<file path="src/rtl/sequence_generator.sv">
// sequence_generator: bit-serial pattern transmitter with load handshake, repeat passes and framing strobes
module sequence_generator #(
  parameter int WIDTH = 16,
  parameter int LW = 5,
  parameter int RW = 4,
  parameter int GAP = 2
) (
  input  logic             clk,
  input  logic             rst,
  input  logic             load_valid,
  output logic             load_ready,
  input  logic [WIDTH-1:0] pattern,
  input  logic [LW-1:0]    len,
  input  logic [RW-1:0]    rpt,
  input  logic             abort,
  output logic             x,
  output logic             x_valid,
  output logic             sof,
  output logic             done
);
  localparam int GW = GAP > 1 ? $clog2(GAP) : 1;
  typedef enum logic [1:0] {S_IDLE, S_SHIFT, S_GAP} state_t;
  state_t state, state_n;
  logic [WIDTH-1:0] sh, sh_n, pat, pat_n;
  logic [LW-1:0] len_r, len_n, idx, idx_n, eff_len;
  logic [RW-1:0] pass, pass_n;
  logic [GW-1:0] gcnt, gcnt_n;
  logic done_n, last;
  assign load_ready = (state == S_IDLE) && !rst;
  assign eff_len = (len == '0 || len > LW'(WIDTH)) ? LW'(WIDTH) : len;
  assign last = idx == len_r - LW'(1);
  // next-state: each pass restarts from the retained pattern so repeats resend identical bits
  always_comb begin
    state_n = state;
    sh_n = sh;
    pat_n = pat;
    len_n = len_r;
    idx_n = idx;
    pass_n = pass;
    gcnt_n = gcnt;
    done_n = 1'b0;
    case (state)
      S_IDLE:
        if (load_valid) begin
          state_n = S_SHIFT;
          sh_n = pattern;
          pat_n = pattern;
          len_n = eff_len;
          idx_n = '0;
          pass_n = rpt;
        end
      S_SHIFT:
        if (abort) state_n = S_IDLE;
        else if (!last) begin
          sh_n = sh >> 1;
          idx_n = idx + LW'(1);
        end else if (pass != '0) begin
          pass_n = pass - RW'(1);
          idx_n = '0;
          sh_n = pat;
          gcnt_n = '0;
          state_n = GAP == 0 ? S_SHIFT : S_GAP;
        end else begin
          state_n = S_IDLE;
          done_n = 1'b1;
        end
      S_GAP:
        if (abort) state_n = S_IDLE;
        else if (gcnt == GW'(GAP == 0 ? 0 : GAP - 1)) state_n = S_SHIFT;
        else gcnt_n = gcnt + GW'(1);
      default: state_n = S_IDLE;
    endcase
  end
  // state register; outputs are registered from the next-state view so they align with the bit being sent
  always_ff @(posedge clk) begin
    if (rst) begin
      state <= S_IDLE;
      sh <= '0;
      pat <= '0;
      len_r <= '0;
      idx <= '0;
      pass <= '0;
      gcnt <= '0;
      x <= 1'b0;
      x_valid <= 1'b0;
      sof <= 1'b0;
      done <= 1'b0;
    end else begin
      state <= state_n;
      sh <= sh_n;
      pat <= pat_n;
      len_r <= len_n;
      idx <= idx_n;
      pass <= pass_n;
      gcnt <= gcnt_n;
      x <= (state_n == S_SHIFT) && sh_n[0];
      x_valid <= state_n == S_SHIFT;
      sof <= (state_n == S_SHIFT) && (idx_n == '0);
      done <= done_n;
    end
  end
endmodule

</file>
<file path="config.mk">
export PLATFORM = sky130hd
export DESIGN_NAME = sequence_generator
export DESIGN_NICKNAME = d
export VERILOG_FILES = /design/src/rtl/sequence_generator.sv
export SDC_FILE = /design/constraint.sdc
export NUM_CORES = 1
export LEC_CHECK = 0
export CELL_PAD_IN_SITES_DETAIL_PLACEMENT = 1
export CELL_PAD_IN_SITES_GLOBAL_PLACEMENT = 2
export CORE_ASPECT_RATIO = 0.6
export CORE_MARGIN = 5
export CORE_UTILIZATION = 34
export DETAILED_ROUTE_END_ITERATION = 6
export PLACE_DENSITY_LB_ADDON = 0.12
export REMOVE_ABC_BUFFERS = 1
export SLEW_MARGIN = 20
export SYNTH_ARGS = -nofsm -noshare
export SYNTH_HDL_FRONTEND = slang
export SYNTH_SLANG_ARGS = --single-unit
</file>
<file path="constraint.sdc">
create_clock -name clk -period 2.8 [get_ports clk]
set_input_delay 0.56 -clock clk [delete_from_list [all_inputs] [get_ports clk]]
set_output_delay 0.56 -clock clk [all_outputs]
set_load 0.01 [all_outputs]
</file>
==> results.py, run 1 <==
metrics = {
    "sta": {
        "worst_slew_pin_slew_ns": 0.633,
        "fin_crit_sh_pct": 89.0,
        "final.min_clock_period_ns": 2.49,
        "slew_headroom_pct": 57.7,
        "fin_setup_tns_ns": 0,
        "fmax_mhz": 401,
        "slew_violations": 0,
        "rsz0062_at_grt": "false",
        "hold_viol_final": 0,
        "setup_violations": 0,
        "skew_ns": 0.00568,
    },
    "synthesis": {
        "syn_inst": 303,
        "yosys_warnings": 0,
        "syn_avg_cell_area_um2": 9.01,
        "synthArstFlopShare_pct": 0,
        "synth.distinct_cells": 61,
        "yosys.area_share.adder_pct": 1.83,
        "yosys.area.top_type": "dfxtp_1",
        "synth_compound_area_share_pct": 27.2,
        "synth_common_cells": "dfxtp_1 (53), nand2_1 (48), a21oi_1 (25)",
        "muxShareOfSynthArea_pct": 0.367,
        "synth-simple-area-share_pct": 22.3,
        "yosysTopAreaCellShare_pct": 38.9,
        "ys_ff_latch": 53,
        "synth_edf_count": 0,
        "yosys.area_share.xor_xnor_pct": 2.52,
        "yosysMostFrequentCell": "dfxtp_1",
        "synth_ff_type": "dfxtp_1",
        "netlist_top_cells_area": "dfxtp_1 (39%), nand2_1 (6.6%), a221oi_2 (5.0%)",
        "syn_area_um2": 2730,
        "yosysSeqAreaShare_pct": 38.9,
        "synth_top_family_by_area": "compound AO/OA/AOI/OAI gates",
    },
    "final_layout": {
        "fillers": 951,
        "diodes": 0,
        "fin_util_pct": 41.6,
        "area_growth_pct": 19.8,
        "drive_gt1_share_pct": 12.1,
        "nets": 364,
    },
    "worst_setup_path": {
        "cp_max_fo": 22,
        "crit_type": "reg2reg",
        "worstPathCellList": "inv_1 -> ha_1 -> xor2_1 -> o211ai_2 -> a211o_1 -> and2_4 -> a221oi_1 -> o2bb2ai_1",
        "cp.arrival_ns": 2.66,
        "path_delay_family": "compound AO/OA/AOI/OAI gates",
        "endpoint_kind": "flip-flop",
        "max_stage_delay_ns": 0.45,
        "cp_slowest_cell": "a211o_1",
        "required_ns": 2.97,
        "crit_buf_inv": 1,
        "start_kind": "flip-flop",
    },
    "clock_tree": {
        "post_cts_resized": 0,
        "root_buffer": "clkbuf_16",
        "cts_hold_buf": 0,
        "clkTransAtPathRegs_ns": 0.07,
        "clkLatencyLatePin_ns": 0.29,
        "cts_setup_buffers": 0,
        "cts_buffers": 5,
        "clock_path_buffers": 2,
        "cts_tree": "yes",
        "clock_sinks": 53,
        "htreeDepth": 2,
    },
    "drt": {
        "vias_per_cell": 5.28,
        "drt_iter0_markers": 120,
        "drt-total-wl_mm": 7.61,
        "vias": 2317,
        "drtAntennaViolNets": 0,
        "wire_per_inst_um": 17.3,
        "drc": 0,
        "firstDrtPassIters": 4,
    },
    "global_route": {
        "grt_usage_pct": 15.9,
        "grt_first_pass_wirelength_mm": 12.6,
        "overflow": 0,
        "antenna_found_initial": 0,
        "grt_pass1_vias": 2331,
        "grt_max_degree": 39,
    },
    "placement": {
        "gp_congestion": 0.770,
        "dpl.hpwl_mm": 5.30,
        "port_buffers": 33,
    },
    "die": {
        "io-pin-count": 34,
        "die-width_um": 126,
        "initial_core_util_pct": 34.8,
        "fp.coreArea_um2": 7850,
        "rows": 25,
        "die_h_um": 79.4,
        "die-area_um2": 9980,
    },
    "pwr": {
        "peakVddDrop_mv": 0.229,
        "p_leak_uw": 0.00122,
        "finalPower_uw": 1770,
        "power_density_nw_per_um2": 542,
    },
    "outcome": {
        "status": "finished, final reports clean",
    },
    "job": {
        "max_cap_viol_count": 0,
    },
    "worst_hold_path": {
        "hold_path.class": "reg2reg",
    },
}
==> sequential cells by signal, summed over array words and instances (netlist names) <==
register	count
done	1
gcnt	1
idx	5
len_r	5
pass	4
pat	16
sh	16
sof	1
state	2
x	1
x_valid	1
==> per-layer routing <==
layer  GRT usage (%)  up-vias  routed length, um
met4            4.11        0                 30
met5               0        -                  0
met3            3.88        4                292
met2            23.6       43               3210
li1                -     1168                  -
met1            22.9     1102               4070
==> tightest hold or removal path: stages, from the launching register on <==
cell	delay (ns)
dfxtp_1	0.31
nand2_1	0.05
a21oi_1	0.05
==> report_power, final <==
group | leakage [uW] | total [uW] | switching [uW] | internal [uW]
clock | 0.0000690 | 633 | 281 | 352
sequential | 0.000434 | 836 | 35.3 | 800
combinational | 0.000721 | 303 | 163 | 140
total | 0.00122 | 1770 | 480 | 1290
==> worst paths after layout <==
check / from / end / slack, ns / depth (start not counted)
worst max-delay path: len_r[0] / sh[10] / 0.31 / 8
worst min-delay path: pat[9] / pat[9] / 0.46 / 2
worst min register to register: pat[9] / pat[9] / 0.46 / 2
worst max register to register: len_r[0] / sh[10] / 0.31 / 8
==> placed cells by master, fill, tap and decap left out, drive strengths merged, types with 2 or more instances in the layout <==
master / synthesis / layout
o211ai: 2 / 2
nand2: 49 / 49
and2: 6 / 6
o2bb2ai: 15 / 15
nor3b: 3 / 3
a41o: 2 / 2
o211a: 2 / 2
a211oi: 3 / 3
buf: 10 / 12
xnor2: 5 / 5
nor2: 11 / 11
inv: 8 / 8
nor3: 7 / 7
a221oi: 14 / 14
nand3b: 6 / 6
and3: 17 / 17
nand2b: 2 / 2
a31oi: 3 / 3
a21oi: 25 / 25
o21a: 2 / 2
nand3: 6 / 6
a22oi: 4 / 4
dfxtp: 53 / 53
nor4b: 2 / 2
o21ai: 6 / 6
clkdlybuf4s50: 0 / 32
nor2b: 2 / 2
xor2: 2 / 2
clkbuf: 14 / 7
ha: 4 / 4
==> area by class of cell <==
| class | count | area [um^2] | area share (%) |
|---|---|---|---|
| well taps | 108 | 135 | 4.13 |
| repair buffers | 45 | 415 | 12.7 |
| multi-input cells | 218 | 1480 | 45.3 |
| clock buffers | 6 | 139 | 4.25 |
| flip-flops and latches | 53 | 1060 | 32.5 |
| inverters | 8 | 30.0 | 0.918 |
| clock inverters | 1 | 7.51 | 0.230 |
==> logic make-up (layout without fill, tap and decap cells) <==
group                    count (synthesis)  in the layout
AND/OR/NAND/NOR                        117            117
adder cells (fa/ha/maj)                  4              4
AO/OA/AOI/OAI                           89             89
XOR/XNOR                                 7              7
flip-flops                              53             53
buffers and inverters                   32             60
multiplexers                             1              1
==> through the flow <==
step,setup WS [ns],instance area [um^2],hold WS (ns),std cells
floorplan,0.142,2570,0.424,279
CTS,0.276,3270,0.464,439
global placement,0.220,3120,0.447,432
finish,0.309,3270,0.459,439
global route,0.166,3270,0.483,439
detailed placement,0.225,3120,0.453,432
Note: power is estimated with default switching activity, not from simulation.
==> inputs of run 2 (changes only) <==
GPL_TIMING_DRIVEN = 0   (was not set)
==> results.py, run 2 (same netlist as run 1, synthesis figures left out) <==
metrics = {
    "worst_hold_path": {
        "hold_path.class": "reg2reg",
        "worstHoldPathCells": 2,
    },
    "die": {
        "initial_core_util_pct": 34.8,
        "fp.coreArea_um2": 7850,
        "rows": 25,
        "die-area_um2": 9980,
        "io-pin-count": 34,
        "die_h_um": 79.4,
        "die-width_um": 126,
    },
    "placement": {
        "gp_congestion": 0.717,
        "dpl.cell_count": 423,
        "port_buffers": 33,
        "dpl.hpwl_mm": 5.06,
        "post-place-ws_ns": -0.694,
    },
    "clock_tree": {
        "cts_tree": "yes",
        "clkTransAtPathRegs_ns": 0.07,
        "htreeDepth": 2,
        "clock_sinks": 53,
        "root_buffer": "clkbuf_16",
        "clkLatencyLatePin_ns": 0.29,
        "cts_setup_buffers": 0,
        "cts_buffers": 5,
        "clock_path_buffers": 2,
        "cts_hold_buf": 0,
    },
    "global_route": {
        "overflow": 0,
        "antenna_found_initial": 0,
        "grt_max_degree": 29,
        "grt_pass1_vias": 2420,
        "grt_usage_pct": 15.7,
        "grt_first_pass_wirelength_mm": 12.6,
    },
    "worst_setup_path": {
        "cp.arrival_ns": 2.80,
        "worstPathCellList": "clkdlybuf4s50_1 -> nand2b_1 -> a21oi_2 -> buf_6 -> nand2_4 -> a32oi_1 -> a311oi_1 -> nor4b_2",
        "critical_path_depth": 8,
        "cp_max_fo": 24,
        "required_ns": 3.00,
        "cp_slowest_cell": "clkdlybuf4s50_1",
        "path_delay_family": "buffers and inverters",
        "endpoint_kind": "flip-flop",
        "reg2regPathDepth": 8,
        "crit_type": "in2reg",
        "max_stage_delay_ns": 0.60,
        "start_kind": "primary input",
        "crit_buf_inv": 2,
    },
    "pwr": {
        "p_leak_uw": 0.00119,
        "power_density_nw_per_um2": 541,
        "peakVddDrop_mv": 0.240,
    },
    "drt": {
        "vias_per_cell": 5.31,
        "drt-total-wl_mm": 7.41,
        "drt_iter0_markers": 89,
        "wire_per_inst_um": 17.2,
        "firstDrtPassIters": 4,
        "drtAntennaViolNets": 0,
        "drc": 0,
        "vias": 2288,
    },
    "final_layout": {
        "fillers": 910,
        "reg.largest.list": "pat x16, sh x16",
        "layout_commonest_cell": "dfxtp_1",
        "drive_gt1_share_pct": 11.5,
        "fin_util_pct": 41.4,
        "diodes": 0,
        "stdcell_count": 431,
        "layout_common_cells": "dfxtp_1 (53), nand2_1 (46), clkdlybuf4s50_1 (32), a21oi_1 (24), and3_1 (17)",
        "nets": 355,
        "area_growth_pct": 19.0,
    },
    "sta": {
        "slew_violations": 0,
        "rsz0062_at_grt": "false",
        "skew_ns": 0.00535,
        "hold_viol_final": 0,
        "setup_violations": 0,
        "fin_crit_sh_pct": 92.8,
        "fmax_mhz": 385,
        "worst_slew_pin_slew_ns": 0.736,
        "slew_headroom_pct": 50.9,
        "postLayoutSetupSlackWorst_ns": 0.202,
        "final.min_clock_period_ns": 2.60,
    },
    "outcome": {
        "status": "finished, final reports clean",
    },
    "job": {
        "max_cap_viol_count": 0,
    },
}
## run 2: layer usage
metal / global-route usage (%) / vias up / wire, um
met5: 0 / - / 0
met4: 3.25 / 0 / 65
met3: 3.68 / 8 / 317
met2: 23.3 / 35 / 3000
met1: 22.9 / 1097 / 4030
li1: - / 1148 / -
## run 2: path summary, 6_finish.rpt
path,from,endpoint,slack [ns]
hold / removal,pat[8],pat[8],0.46
setup reg to reg,len_r[0],sh[6],0.22
hold reg to reg,pat[8],pat[8],0.46
setup / recovery,load_valid,sof,0.20
## run 2: repair_timing
action	CTS	global route
resized for setup	5	2
pin swaps	0	0
cloned	0	0
endpoints found under the setup margin	20	7
## run 2: cell type report
type                    instances  area (um^2)  area share, %
multi-input cells             218         1510           46.5
flip-flops and latches         53         1060           32.7
repair buffers                 36          368           11.3
well taps                     108          135           4.16
clock buffers                   6          129           3.97
inverters                       8         30.0          0.924
clock inverters                 2         15.0          0.462
## run 2: where the power goes
part / total (uW) / internal (uW) / switching [uW]
clock: 620 / 333 / 288
combinational: 297 / 135 / 162
sequential: 839 / 800 / 38.3
## run 2: metrics by stage
step                      hold WS, ns  area (um^2)  power (uW)  TNS, ns
final                           0.457         3250        1760        0
after global routing            0.477         3250        1860        0
after CTS                       0.460         3240        1790        0
after detailed placement        0.450         3080        1150    -8.91
after global placement          0.439         3040        1140   -67.74
after floorplan                 0.424         2570        1010        0
## run 2: tightest hold or removal path: stages (launching register included)
cell and delay (ns):
dfxtp_1 0.31, nand2_1 0.05, a21oi_1 0.05
==> inputs of run 3 (changes only) <==
TNS_END_PERCENT = 20   (was not set)
==> results of run 3 <==
The final DEF is identical to that of run 2; final timing and power are the same.
